### src/rtl/nixie_scan_driver_pkg.sv
// Shared constants and types for the nixie scan driver.
// Slot map, legal maxima, output field positions, scan FSM states.
`timescale 1ns/1ps
package nixie_scan_driver_pkg;
  localparam int NUM_SLOTS      = 6;
  localparam int SLOT_SEC_ONES  = 0;
  localparam int SLOT_SEC_TENS  = 1;
  localparam int SLOT_MIN_ONES  = 2;
  localparam int SLOT_MIN_TENS  = 3;
  localparam int SLOT_HOUR_ONES = 4;
  localparam int SLOT_HOUR_TENS = 5;

  localparam int SEC_MAX  = 59;
  localparam int MIN_MAX  = 59;
  localparam int HOUR_MAX = 23;

  localparam int DIGIT_LSB = 0;
  localparam int VALID_BIT = 4;

  typedef enum logic {
    BLANK = 1'b0,
    ON    = 1'b1
  } state_e;
endpackage

### src/rtl/nixie_scan_driver_bcd.sv
// 6-bit binary to two BCD digits via a compare/subtract chain.
// Ports: bin_i value in; tens_o/ones_o digits; valid_o = bin_i <= MAX.
`timescale 1ns/1ps
module bin_to_bcd_2digit #(
  parameter int MAX = 59
) (
  input  logic [5:0] bin_i,
  output logic [3:0] tens_o,
  output logic [3:0] ones_o,
  output logic       valid_o
);
  logic [5:0] r;
  logic [3:0] t;

  always_comb begin
    r = bin_i;
    t = 4'd0;
    if (r >= 6'd40) begin
      r = r - 6'd40;
      t = t + 4'd4;
    end
    if (r >= 6'd20) begin
      r = r - 6'd20;
      t = t + 4'd2;
    end
    if (r >= 6'd10) begin
      r = r - 6'd10;
      t = t + 4'd1;
    end
    tens_o  = t;
    ones_o  = r[3:0];
    valid_o = (bin_i <= 6'(MAX));
  end
endmodule

### src/rtl/nixie_scan_driver.sv
// Six-tube multiplexed nixie driver: snapshot per scan, BCD, blanking gaps,
// minute-change cathode scrub. Ports: clk, rst (sync, high), second/minute/
// hour in; nixieEnable one-hot anode, nixieValue {000, valid, bcd}.
`timescale 1ns/1ps
module nixie_scan_driver
  import nixie_scan_driver_pkg::*;
#(
  parameter int ON_CYCLES    = 100000,
  parameter int BLANK_CYCLES = 10000,
  parameter int SCRUB_SCANS  = 20
) (
  input  logic       clk,
  input  logic       rst,
  input  logic [5:0] second,
  input  logic [5:0] minute,
  input  logic [5:0] hour,
  output logic [5:0] nixieEnable,
  output logic [7:0] nixieValue
);
  localparam int MAXC = (ON_CYCLES > BLANK_CYCLES) ? ON_CYCLES : BLANK_CYCLES;
  localparam int CW   = (MAXC > 1) ? $clog2(MAXC) : 1;
  localparam int SW   = $clog2(SCRUB_SCANS + 1);

  state_e          state_q, state_d;
  logic [CW-1:0]   cnt_q, cnt_d;
  logic [2:0]      slot_q, slot_d;
  logic [5:0]      sec_q, sec_d;
  logic [5:0]      min_q, min_d;
  logic [5:0]      hour_q, hour_d;
  logic            first_q, first_d;
  logic            scrub_q, scrub_d;
  logic [3:0]      sdig_q, sdig_d;
  logic [SW-1:0]   scnt_q, scnt_d;

  logic            last;
  logic            snap;
  logic            min_chg;

  always_comb begin
    state_d = state_q;
    cnt_d   = cnt_q;
    slot_d  = slot_q;
    sec_d   = sec_q;
    min_d   = min_q;
    hour_d  = hour_q;
    first_d = first_q;
    scrub_d = scrub_q;
    sdig_d  = sdig_q;
    scnt_d  = scnt_q;

    if (state_q == BLANK) last = (cnt_q == CW'(BLANK_CYCLES - 1));
    else                  last = (cnt_q == CW'(ON_CYCLES - 1));

    if (last) begin
      cnt_d = '0;
      if (state_q == BLANK) begin
        state_d = ON;
      end else begin
        state_d = BLANK;
        slot_d  = (slot_q == 3'd5) ? 3'd0 : slot_q + 3'd1;
      end
    end else begin
      cnt_d = cnt_q + CW'(1);
    end

    // Snapshot on reset exit and on every entry to BLANK for slot 0.
    snap    = first_q | ((state_q == ON) & last & (slot_q == 3'd5));
    min_chg = (minute != min_q) | (minute > 6'(MIN_MAX));

    if (snap) begin
      sec_d   = second;
      min_d   = minute;
      hour_d  = hour;
      first_d = 1'b0;
      if (scrub_q) begin
        // A scan just completed under scrub; minute changes are ignored.
        if (scnt_q == SW'(SCRUB_SCANS - 1)) begin
          scnt_d = '0;
          if (sdig_q == 4'd9) scrub_d = 1'b0;
          else                sdig_d  = sdig_q + 4'd1;
        end else begin
          scnt_d = scnt_q + SW'(1);
        end
      end else if (!first_q && min_chg) begin
        scrub_d = 1'b1;
        sdig_d  = 4'd0;
        scnt_d  = '0;
      end
    end
  end

  always_ff @(posedge clk) begin
    if (rst) begin
      state_q <= BLANK;
      cnt_q   <= '0;
      slot_q  <= 3'd0;
      sec_q   <= 6'd0;
      min_q   <= 6'd0;
      hour_q  <= 6'd0;
      first_q <= 1'b1;
      scrub_q <= 1'b0;
      sdig_q  <= 4'd0;
      scnt_q  <= '0;
    end else begin
      state_q <= state_d;
      cnt_q   <= cnt_d;
      slot_q  <= slot_d;
      sec_q   <= sec_d;
      min_q   <= min_d;
      hour_q  <= hour_d;
      first_q <= first_d;
      scrub_q <= scrub_d;
      sdig_q  <= sdig_d;
      scnt_q  <= scnt_d;
    end
  end

  logic [3:0] s_t, s_o, m_t, m_o, h_t, h_o;
  logic       s_v, m_v, h_v;

  bin_to_bcd_2digit #(.MAX(SEC_MAX)) u_sec (
    .bin_i(sec_q), .tens_o(s_t), .ones_o(s_o), .valid_o(s_v)
  );
  bin_to_bcd_2digit #(.MAX(MIN_MAX)) u_min (
    .bin_i(min_q), .tens_o(m_t), .ones_o(m_o), .valid_o(m_v)
  );
  bin_to_bcd_2digit #(.MAX(HOUR_MAX)) u_hour (
    .bin_i(hour_q), .tens_o(h_t), .ones_o(h_o), .valid_o(h_v)
  );

  logic [3:0] dig;
  logic       vld;
  logic       show;

  always_comb begin
    dig = 4'd0;
    vld = 1'b0;
    case (slot_q)
      3'(SLOT_SEC_ONES):  begin dig = s_o; vld = s_v; end
      3'(SLOT_SEC_TENS):  begin dig = s_t; vld = s_v; end
      3'(SLOT_MIN_ONES):  begin dig = m_o; vld = m_v; end
      3'(SLOT_MIN_TENS):  begin dig = m_t; vld = m_v; end
      3'(SLOT_HOUR_ONES): begin dig = h_o; vld = h_v; end
      3'(SLOT_HOUR_TENS): begin dig = h_t; vld = h_v; end
      default:            begin dig = 4'd0; vld = 1'b0; end
    endcase
    if (scrub_q) begin
      dig = sdig_q;
      vld = 1'b1;
    end
    // Nothing is shown until the first snapshot has been taken.
    show = vld & ~first_q;

    nixieValue = 8'd0;
    nixieValue[VALID_BIT] = show;
    nixieValue[DIGIT_LSB +: 4] = show ? dig : 4'd0;

    nixieEnable = 6'd0;
    if ((state_q == ON) && show) nixieEnable = 6'b1 << slot_q;
  end
endmodule

### config.mk
export PLATFORM = sky130hd
export DESIGN_NAME = nixie_scan_driver
export DESIGN_NICKNAME = d
export VERILOG_FILES = /design/src/rtl/nixie_scan_driver_pkg.sv /design/src/rtl/nixie_scan_driver_bcd.sv /design/src/rtl/nixie_scan_driver.sv
export SDC_FILE = /design/constraint.sdc
export NUM_CORES = 1
export LEC_CHECK = 0
export ABC_CLOCK_PERIOD_IN_PS = 6900
export BUFFER_PORTS_ARGS = -buffer_cell sky130_fd_sc_hd__buf_2
export CELL_PAD_IN_SITES_DETAIL_PLACEMENT = 2
export CELL_PAD_IN_SITES_GLOBAL_PLACEMENT = 2
export CORE_MARGIN = 10
export CORE_UTILIZATION = 38
export CTS_CLUSTER_SIZE = 8
export DETAILED_ROUTE_END_ITERATION = 10
export PLACE_DENSITY = 0.86
export SYNTH_ARGS = -nofsm -noshare
export SYNTH_HDL_FRONTEND = slang
export SYNTH_SLANG_ARGS = --single-unit
export TNS_END_PERCENT = 50
### constraint.sdc
create_clock -name clk -period 6.9 [get_ports clk]
set_clock_uncertainty 0.1 [all_clocks]
set_input_delay 1.035 -clock clk [delete_from_list [all_inputs] [get_ports clk]]
set_output_delay 1.035 -clock clk [all_outputs]
set_load 0.02 [all_outputs]
==> flow_metrics.tcl <==
set metrics [dict create \
    status "finished, final reports clean" \
    die_w_um 117 \
    drive_gt1_share_pct 9.96 \
    synth.top_cell.area_share_pct 27.8 \
    synth-edff-count 0 \
    grtUsageMet3_pct 2.35 \
    drc 0 \
    grt_pass1_wl_um 19100 \
    grt_max_degree 34 \
    cts_tree "yes" \
    clk_path_buf_depth 2 \
    mostFrequentLayoutCells "nor2_1, dfxtp_1, a21oi_1" \
    powerDensity_nw_per_um2 165 \
    dp_hpwl_um 8440 \
    synth_seq_cells 50 \
    fin_setup_tns_ps 0 \
    r2r_end "sdig_q[2]$_SDFFE_PP0P_" \
    yosysTopAreaCell "dfxtp_1" \
    relSlewSlack_pct 49.5 \
    grt_overflow 0 \
    synth.distinct_cells 66 \
    synthFlopType "dfxtp_1" \
    routedWlPerCell_um 18.6 \
    drtIter0Drc 162 \
    finalCritPeriodShare_pct 68.1 \
    postCtsSetupBuffers 0 \
    vias_per_cell 5.80 \
    ys_seq_area_share_pct 27.8 \
    p_leak_uw 0.00149 \
    rrSetupSlack_ps 3710 \
    grtUsageMet1_pct 19.2 \
    syn2layout_area_growth_pct 7.47 \
    finalHoldViolCount 0 \
    die-area_um2 13800 \
    cts_root_buf "clkbuf_8" \
    min_period_ps 4700 \
    grt_usage_pct 16.1 \
    finalMaxSlewViolations 0 \
    cts.sinks 50 \
    min_to "cnt_q[0]$_SDFF_PP0_" \
    clkLatencyLatePin_ps 320 \
    core_area_um2 9240 \
    drv_cap 0 \
    rows 35 \
    critPathLaunchType "flop" \
    setup_violations 0 \
    r2r_start "slot_q[2]$_SDFFE_PP0P_" \
    dr.pass1.iters 4 \
    holdPathStages 1 \
    antenna_found_initial 0 \
    grt.met2_usage_pct 29.0 \
    grt-busiest-layer "met2" \
    layout_commonest_cell "nor2_1" \
    fin_hold_ws_ps 357 \
    drt-total-wl_um 11300 \
    gp_congestion 0.873 \
    ant_nets 0 \
    post_cts_resized 0 \
    yosys_warnings 0 \
    cts-buffers-inserted 5 \
    hold_class "reg2reg" \
    n_antenna_cell 0 \
    critPathMaxFanout 16 \
    worstPathArrival_ps 3570 \
    syn_area_um2 3600 \
    fill_cells 1099 \
    crit_path_end_kind "output pin" \
    timing.fmax_ghz 0.213 \
    start_util_pct 39.0 \
    peakVddDrop_mv 0.0910 \
    r2r_cells 8 \
    vias 3546 \
    first_global_vias 3796 \
    die_h_um 117 \
    syn_inst 473 \
    async_reset_ff_share_pct 0 \
    nets 515 \
    cts_hold_buf 0 \
    io_buffer_count 30 \
    cts_max_level 2 \
    synth_area_per_cell_um2 7.61 \
    holdCritStartpoint "cnt_q[0]$_SDFF_PP0_" \
    io_pins 34 \
    clk_pin_slew_ps 110 \
    ys_top_cells_by_area "dfxtp_1, nor2_1, mux2i_1" \
    critPathKind "reg2out" \
    tightest_slew_ps 756 \
    rsz0062_at_grt "false" \
    cp.required_ps 5760 \
]
per-layer routing:
| metal | vias up | part of all wire, % |
|---|---|---|
| met5 | - | 0 |
| met4 | 0 | 1.7 |
| met3 | 18 | 2.2 |
| met2 | 55 | 51 |
| met1 | 1777 | 46 |
| li1 | 1696 | - |
stage by stage:
step | utilization, % | std cells | power [uW] | instance area, um^2 | setup slack [ps]
after global placement | 40.8 | 603 | 443 | 3770 | 2770
after CTS | 41.9 | 611 | 646 | 3870 | 2200
final | 41.9 | 611 | 638 | 3870 | 2200
after detailed placement | 40.8 | 603 | 452 | 3770 | 2580
after global routing | 41.9 | 611 | 680 | 3870 | 2000
after floorplan | - | 475 | 416 | 3610 | 2910
cell type report:
cell class	instances	area, um^2	area share, %
flip-flops and latches	50	1000	25.9
inverters	26	97.6	2.52
clock buffers	5	68.8	1.78
repair buffers	31	158	4.07
well taps	129	161	4.17
clock inverters	3	28.8	0.744
multi-input cells	367	2350	60.8
synthesized netlist by cell type (9+ instances only):
cell	instances
a21oi_1	31
nand3_1	16
mux2i_1	24
inv_1	25
xnor2_1	9
xor2_1	10
o21ai_0	26
clkbuf_1	18
or3_1	10
nand2_1	25
dfxtp_1	50
nor2_1	71
ha_1	14
nand4_1	9
nand2b_1	11
logic make-up after synthesis:
family / share of synthesized area, %
simple gates: 28.1
compound gates: 20.5
buf+inv: 7.02
flops: 27.8
mux: 6.98
xor+xnor: 4.62
fa+ha+maj: 4.86
other cells: 0.104
sequential cells by signal, indices dropped and copies added (netlist names):
register / cells
hour_q: 6
sec_q: 6
state_q: 1
scnt_q: 5
scrub_q: 1
sdig_q: 4
min_q: 6
first_q: 1
cnt_q: 17
slot_q: 3
critical path, stage by stage, from the launching register on:
cell	delay (ps)
dfxtp_1	660
mux2_2	410
ha_1	280
a221oi_2	280
a32o_2	230
xnor2_1	240
ha_1	270
nor3b_1	60
o21ai_0	190
nand4_1	110
o311a_1	360
buf_2	160
worst max-delay path by stage:
stage,from,slack [ps],endpoint,cells past startpoint
global route,sec_q[5]$_SDFFE_PP0P_,2000,nixieValue[3],11
finish,sec_q[5]$_SDFFE_PP0P_,2200,nixieValue[3],11
detailed placement,sec_q[5]$_SDFFE_PP0P_,2580,nixieValue[3],11
floorplan,sec_q[5]$_SDFFE_PP0P_,2910,nixieValue[2],10
global placement,sec_q[5]$_SDFFE_PP0P_,2770,nixieValue[3],11
CTS,sec_q[5]$_SDFFE_PP0P_,2200,nixieValue[3],11
where the power goes:
group / leakage (uW) / total (uW) / internal, uW / switching, uW
combinational: 0.00103 / 131 / 54.3 / 76.4
sequential: 0.000407 / 315 / 297 / 18.8
clock: 0.0000502 / 192 / 75.6 / 117
Power figures use the tool's default switching activity.
